<file path="src/rtl/uart_pkg.sv">
// Shared UART definitions: FSM state encoding and frame constants,
// used by the transmitter now and by the planned receiver.
package uart_pkg;

  typedef enum logic [1:0] {
    IDLE  = 2'd0,
    START = 2'd1,
    DATA  = 2'd2,
    STOP  = 2'd3
  } uart_state_t;

  localparam int DEFAULT_CLKS_PER_BIT = 434;
  localparam int DATA_BITS            = 8;

endpackage

</file>
<file path="src/rtl/uart_tx_8n1_if.sv">
// Byte handshake between the image sender (master) and the UART transmitter (slave).
interface uart_tx_8n1_if;
  import uart_pkg::*;

  logic [DATA_BITS-1:0] tx_data;
  logic                 ld_tx_data;
  logic                 tx_enable;
  logic                 tx_empty;
  logic                 tx_busy;
  logic                 tx_overrun;

  modport master (
    output tx_data, ld_tx_data, tx_enable,
    input  tx_empty, tx_busy, tx_overrun
  );

  modport slave (
    input  tx_data, ld_tx_data, tx_enable,
    output tx_empty, tx_busy, tx_overrun
  );

endinterface

</file>
<file path="src/rtl/uart_baud_gen.sv">
// Bit-period counter: runs 0..CLKS_PER_BIT-1 and wraps, flagging the last cycle of each bit.
module uart_baud_gen
  import uart_pkg::*;
#(
  parameter int CLKS_PER_BIT = DEFAULT_CLKS_PER_BIT
) (
  input  logic clk,
  input  logic rst_n,
  input  logic clear,
  output logic bit_done
);

  localparam int CNT_W = (CLKS_PER_BIT > 1) ? $clog2(CLKS_PER_BIT) : 1;
  localparam logic [CNT_W-1:0] LAST = CNT_W'(CLKS_PER_BIT - 1);

  logic [CNT_W-1:0] count;

  assign bit_done = (count == LAST);

  always_ff @(posedge clk) begin
    if (!rst_n || clear) begin
      count <= '0;
    end else if (bit_done) begin
      count <= '0;
    end else begin
      count <= count + 1'b1;
    end
  end

endmodule

</file>
<file path="src/rtl/uart_tx_8n1.sv">
// 8N1/8N2 UART transmitter with a one-byte holding register ahead of the shift register,
// so the next byte can be queued while the current frame is on the wire.
module uart_tx_8n1
  import uart_pkg::*;
#(
  parameter int CLKS_PER_BIT = DEFAULT_CLKS_PER_BIT,
  parameter int STOP_BITS    = 1
) (
  input  logic          clk,
  input  logic          rst_n,
  uart_tx_8n1_if.slave  bus,
  output logic          tx_out
);

  uart_state_t          state, state_next;
  logic [DATA_BITS-1:0] hold_reg, hold_next;
  logic [DATA_BITS-1:0] shift_reg, shift_next;
  logic                 hold_empty, hold_empty_next;
  logic [2:0]           bit_idx, bit_idx_next;
  logic                 stop_cnt, stop_cnt_next;
  logic                 tx_out_next;
  logic                 busy_q, overrun_q;
  logic                 bit_done, last_stop, load_ok, xfer;

  uart_baud_gen #(.CLKS_PER_BIT(CLKS_PER_BIT)) baud (
    .clk      (clk),
    .rst_n    (rst_n),
    .clear    (state == IDLE),
    .bit_done (bit_done)
  );

  assign load_ok   = bus.ld_tx_data && hold_empty;
  assign last_stop = (stop_cnt == 1'(STOP_BITS - 1));
  // A transfer may start from IDLE or on the final cycle of the last stop bit (no idle gap).
  assign xfer      = !hold_empty && bus.tx_enable &&
                     ((state == IDLE) || ((state == STOP) && bit_done && last_stop));

  always_comb begin
    state_next      = state;
    hold_next       = hold_reg;
    shift_next      = shift_reg;
    hold_empty_next = hold_empty;
    bit_idx_next    = bit_idx;
    stop_cnt_next   = stop_cnt;
    tx_out_next     = 1'b1;

    if (load_ok) begin
      hold_next       = bus.tx_data;
      hold_empty_next = 1'b0;
    end
    if (xfer) begin
      shift_next      = hold_reg;
      hold_empty_next = 1'b1;
    end

    case (state)
      IDLE:  if (xfer) state_next = START;
      START: if (bit_done) state_next = DATA;
      DATA: begin
        if (bit_done) begin
          if (bit_idx == 3'(DATA_BITS - 1)) begin
            state_next   = STOP;
            bit_idx_next = '0;
          end else begin
            bit_idx_next = bit_idx + 3'd1;
          end
        end
      end
      STOP: begin
        if (bit_done) begin
          if (last_stop) begin
            stop_cnt_next = 1'b0;
            state_next    = xfer ? START : IDLE;
          end else begin
            stop_cnt_next = stop_cnt + 1'b1;
          end
        end
      end
      default: state_next = IDLE;
    endcase

    // The line is driven from next-state values so tx_out is a plain register.
    case (state_next)
      START:   tx_out_next = 1'b0;
      DATA:    tx_out_next = shift_next[bit_idx_next];
      default: tx_out_next = 1'b1;
    endcase
  end

  always_ff @(posedge clk) begin
    if (!rst_n) begin
      state      <= IDLE;
      hold_reg   <= '0;
      shift_reg  <= '0;
      hold_empty <= 1'b1;
      bit_idx    <= '0;
      stop_cnt   <= 1'b0;
      tx_out     <= 1'b1;
      busy_q     <= 1'b0;
      overrun_q  <= 1'b0;
    end else begin
      state      <= state_next;
      hold_reg   <= hold_next;
      shift_reg  <= shift_next;
      hold_empty <= hold_empty_next;
      bit_idx    <= bit_idx_next;
      stop_cnt   <= stop_cnt_next;
      tx_out     <= tx_out_next;
      busy_q     <= (state_next != IDLE);
      overrun_q  <= bus.ld_tx_data && !hold_empty;
    end
  end

  assign bus.tx_empty   = hold_empty;
  assign bus.tx_busy    = busy_q;
  assign bus.tx_overrun = overrun_q;

endmodule

</file>
<file path="src/flat_wrapper.sv">
// flat-port wrapper written by rule: the top's interface ports become plain ports
module uart_tx_8n1_flat import uart_pkg::*;
#(
  parameter int CLKS_PER_BIT = DEFAULT_CLKS_PER_BIT,
  parameter int STOP_BITS    = 1
)
  (clk, rst_n, tx_out, bus_tx_data, bus_ld_tx_data, bus_tx_enable, bus_tx_empty, bus_tx_busy, bus_tx_overrun);
  uart_tx_8n1_if bus_i ();
  input  logic clk;
  input  logic rst_n;
  output logic tx_out;
  input wire logic [$bits(bus_i.tx_data)-1:0] bus_tx_data;
  input wire logic [$bits(bus_i.ld_tx_data)-1:0] bus_ld_tx_data;
  input wire logic [$bits(bus_i.tx_enable)-1:0] bus_tx_enable;
  output wire logic [$bits(bus_i.tx_empty)-1:0] bus_tx_empty;
  output wire logic [$bits(bus_i.tx_busy)-1:0] bus_tx_busy;
  output wire logic [$bits(bus_i.tx_overrun)-1:0] bus_tx_overrun;
  assign bus_i.tx_data = bus_tx_data;
  assign bus_i.ld_tx_data = bus_ld_tx_data;
  assign bus_i.tx_enable = bus_tx_enable;
  assign bus_tx_empty = bus_i.tx_empty;
  assign bus_tx_busy = bus_i.tx_busy;
  assign bus_tx_overrun = bus_i.tx_overrun;
  uart_tx_8n1 #(.CLKS_PER_BIT(CLKS_PER_BIT), .STOP_BITS(STOP_BITS)) u_core (.clk(clk), .rst_n(rst_n), .bus(bus_i), .tx_out(tx_out));
endmodule
</file>
<file path="config.mk">
export PLATFORM = sky130hd
export DESIGN_NAME = uart_tx_8n1_flat
export DESIGN_NICKNAME = d
export VERILOG_FILES = /design/src/rtl/uart_pkg.sv /design/src/rtl/uart_tx_8n1_if.sv /design/src/rtl/uart_baud_gen.sv /design/src/rtl/uart_tx_8n1.sv /design/src/flat_wrapper.sv
export SDC_FILE = /design/constraint.sdc
export NUM_CORES = 1
export LEC_CHECK = 0
export ABC_CLOCK_PERIOD_IN_PS = 5400
export CORE_UTILIZATION = 45
export DETAILED_ROUTE_END_ITERATION = 10
export GPL_TIMING_DRIVEN = 0
export PLACE_DENSITY = 0.65
export SLEW_MARGIN = 25
export SYNTH_ARGS = -nofsm -noshare
export SYNTH_HDL_FRONTEND = slang
export SYNTH_SLANG_ARGS = --single-unit
</file>
<file path="constraint.sdc">
create_clock -name clk -period 5.4 [get_ports clk]
set_input_delay 0.81 -clock clk [delete_from_list [all_inputs] [get_ports clk]]
set_output_delay 0.81 -clock clk [all_outputs]
set_load 0.02 [all_outputs]
</file>
==> flow_summary.yaml <==
timing:
  holdWs_ns: 0.476
  period_needed_ns: 2.69
  fin_tns_setup_ns: 0
  min_period_over_period_pct: 49.7
  tightest_slew_ns: 0.621
  setup_violations: 0
  max_slew_margin_pct: 57.4
  slew_viol_final: 0
  hold_viol: 0
  rsz0062_at_grt: "no"
  fin_skew_ns: 0.00844
  fmax_mhz: 372
synth:
  synth_top_cells_by_area: "dfxtp_1 (43%), mux2i_1 (5.6%), and2b_1 (4.7%), ha_1 (4.7%), a32oi_1 (4.4%)"
  syn_inst: 165
  synth_most_common_cell: "dfxtp_1"
  synth-edff-count: 0
  yosysUniqueCellTypes: 32
  synth_common_cells: "dfxtp_1 (34), nand2_1 (16), nand3_1 (13), nor2_1 (13)"
  avgSynthCellArea_um2: 9.70
  synth_top_area_cell: "dfxtp_1"
  netlist.area_leader.share_pct: 42.5
  ys.flop_type: "dfxtp_1"
  synth_seq_cells: 34
  synth_async_sr_flop_share_pct: 0
  synth_area_um2: 1600
  yosysWarningCount: 0
  syn_nets: 183
  ys_seq_area_share_pct: 42.5
route:
  first_pass_iters: 4
  wl_per_cell_um: 12.9
  wl_mm: 3.01
  drt_iter0_drc: 33
  drcViolationCount: 0
  ant_nets: 0
  avgViaCountPerCell: 5.18
  via_count: 1212
global_routing:
  grt.overflow.total: 0
  antenna_found_initial: 0
  grt_pass1_vias: 1131
  grtUsageTotal_pct: 19.1
  grt_start_max_net_pins: 11
  grt_pass1_wl_mm: 5.09
pwr:
  peakVddDrop_v: 0.000164
  clkPwrFrac_pct: 36.1
  leakage_nw: 0.760
  switching_share_pct: 23.3
  seq_power_share_pct: 54.6
  power_switching_uw: 113
  intPower_uw: 370
  combPwrFrac_pct: 9.2
  power_density_nw_per_um2: 255
cts:
  path_clk_slew_ns: 0.10
  cts_inserted_buffers: 5
  tritoncts: "done"
  clk_latency_ns: 0.34
  post_cts_buffers: 0
  htree_num_levels: 2
  root_buffer: "clkbuf_4"
  hold_buffers: 0
  cts_num_sinks: 34
  cts_resized: 0
  cts.path.max_buffers: 2
floorplanning:
  die_h_um: 61.6
  die_w_um: 61.6
  dieArea_um2: 3800
  ios: 16
  rows: 21
  initial_utilization_pct: 47.6
  fp.coreArea_um2: 3360
cells_and_area:
  nFillCells: 328
  largest_register_ff_count: 9
  diodes: 0
  syn_to_final_growth_pct: 18.3
  final_nets: 205
  drive_gt1_share_pct: 12.2
run_status:
  status: "complete, no violations"
critical_path:
  cp.arrival_ns: 2.91
  worstPathMaxFanout: 8
  reg2reg_depth: 7
  required_ns: 5.62
  crit_path_end_kind: "register"
  crit_type: "input port to register"
  startpoint_type: "input port"
place:
  port_buffers: 15
  post-dp-hpwl_mm: 2.24
  gp_congestion: 0.761
run:
  drv_cap: 0
worst_hold_path:
  hold_depth: 2
  hold_path.class: "register to register"
==> stage by stage <==
step | setup WS [ns] | power [mW] | instances | util, % | area (um2)
3_3_place_gp | 2.23 | 0.312 | 226 | 53.8 | 1810
6_report | 2.71 | 0.482 | 234 | 56.3 | 1890
5_1_grt | 2.63 | 0.504 | 234 | 56.3 | 1890
4_1_cts | 2.63 | 0.486 | 234 | 56.1 | 1890
3_5_place_dp | 2.29 | 0.314 | 226 | 53.8 | 1810
2_1_floorplan | 3.06 | 0.293 | 165 | - | 1600
==> layout make-up <==
class	count	area, um2	share of cell area (%)
plain buffers	6	27.5	1.45
clock buffers	8	78.8	4.16
inverters	3	11.3	0.595
multi-input cells	122	887	46.9
flip-flops and latches	34	681	36.0
well taps	46	57.6	3.04
repair buffers	15	150	7.93
==> cells in the final DEF, fill, tap and decap left out, drive strengths merged, types with 3 or more instances in the layout <==
cell type      netlist  layout
a21boi               8       8
a32oi                8       8
and2b               14      14
clkbuf               4      12
clkdlybuf4s50        0      15
dfxtp               34      34
ha                   6       6
inv                  3       3
mux2i                9       9
nand2               16      16
nand3               13      13
nor2                13      13
nor2b               10      10
or2                  3       3
xnor2                3       3
xor2                 5       5
==> path summary, 6_finish.rpt <==
| path | from | to | slack (ns) |
|---|---|---|---|
| worst max-delay path | bus_tx_enable | u_core.tx_out | 2.71 |
| worst min-delay path | u_core.hold_reg[4] | u_core.hold_reg[4] | 0.48 |
| worst max register to register | u_core.baud.count[0] | u_core.tx_out | 2.97 |
| worst min register to register | u_core.hold_reg[4] | u_core.hold_reg[4] | 0.48 |
==> worst max-delay path, stage by stage <==
cell,delay [ns]
clkdlybuf4s50_1,0.50
or2b_2,0.31
or4_1,0.46
buf_2,0.19
a32oi_1,0.21
mux2i_1,0.12
mux2i_1,0.16
o221ai_1,0.14
==> cells by family (layout without fill, tap and decap cells) <==
logic type	count (synthesis)	in the layout	share of synthesized area (%)
simple gates	78	78	29.7
flops	34	34	42.5
buf+inv	9	32	2.42
mux	9	9	5.63
compound gates	21	21	10.6
fa+ha+maj	6	6	4.69
xor+xnor	8	8	4.38
==> power groups by stage <==
stage	logic [mW]	registers [mW]	clock network (mW)
floorplan	0.0237	0.270	0
global placement	0.0433	0.269	0
detailed placement	0.0446	0.269	0
CTS	0.0447	0.263	0.178
global route	0.0497	0.265	0.190
finish	0.0446	0.263	0.174
==> metal layers <==
metal | up-vias | track usage [%] | wire [um]
li1 | 615 | - | -
met1 | 563 | 25.5 | 1470
met2 | 28 | 27.5 | 1320
met3 | 6 | 6.93 | 156
met4 | 0 | 8.57 | 61
met5 | - | 0 | 0
No activity file was read; power rests on OpenSTA's default activity.
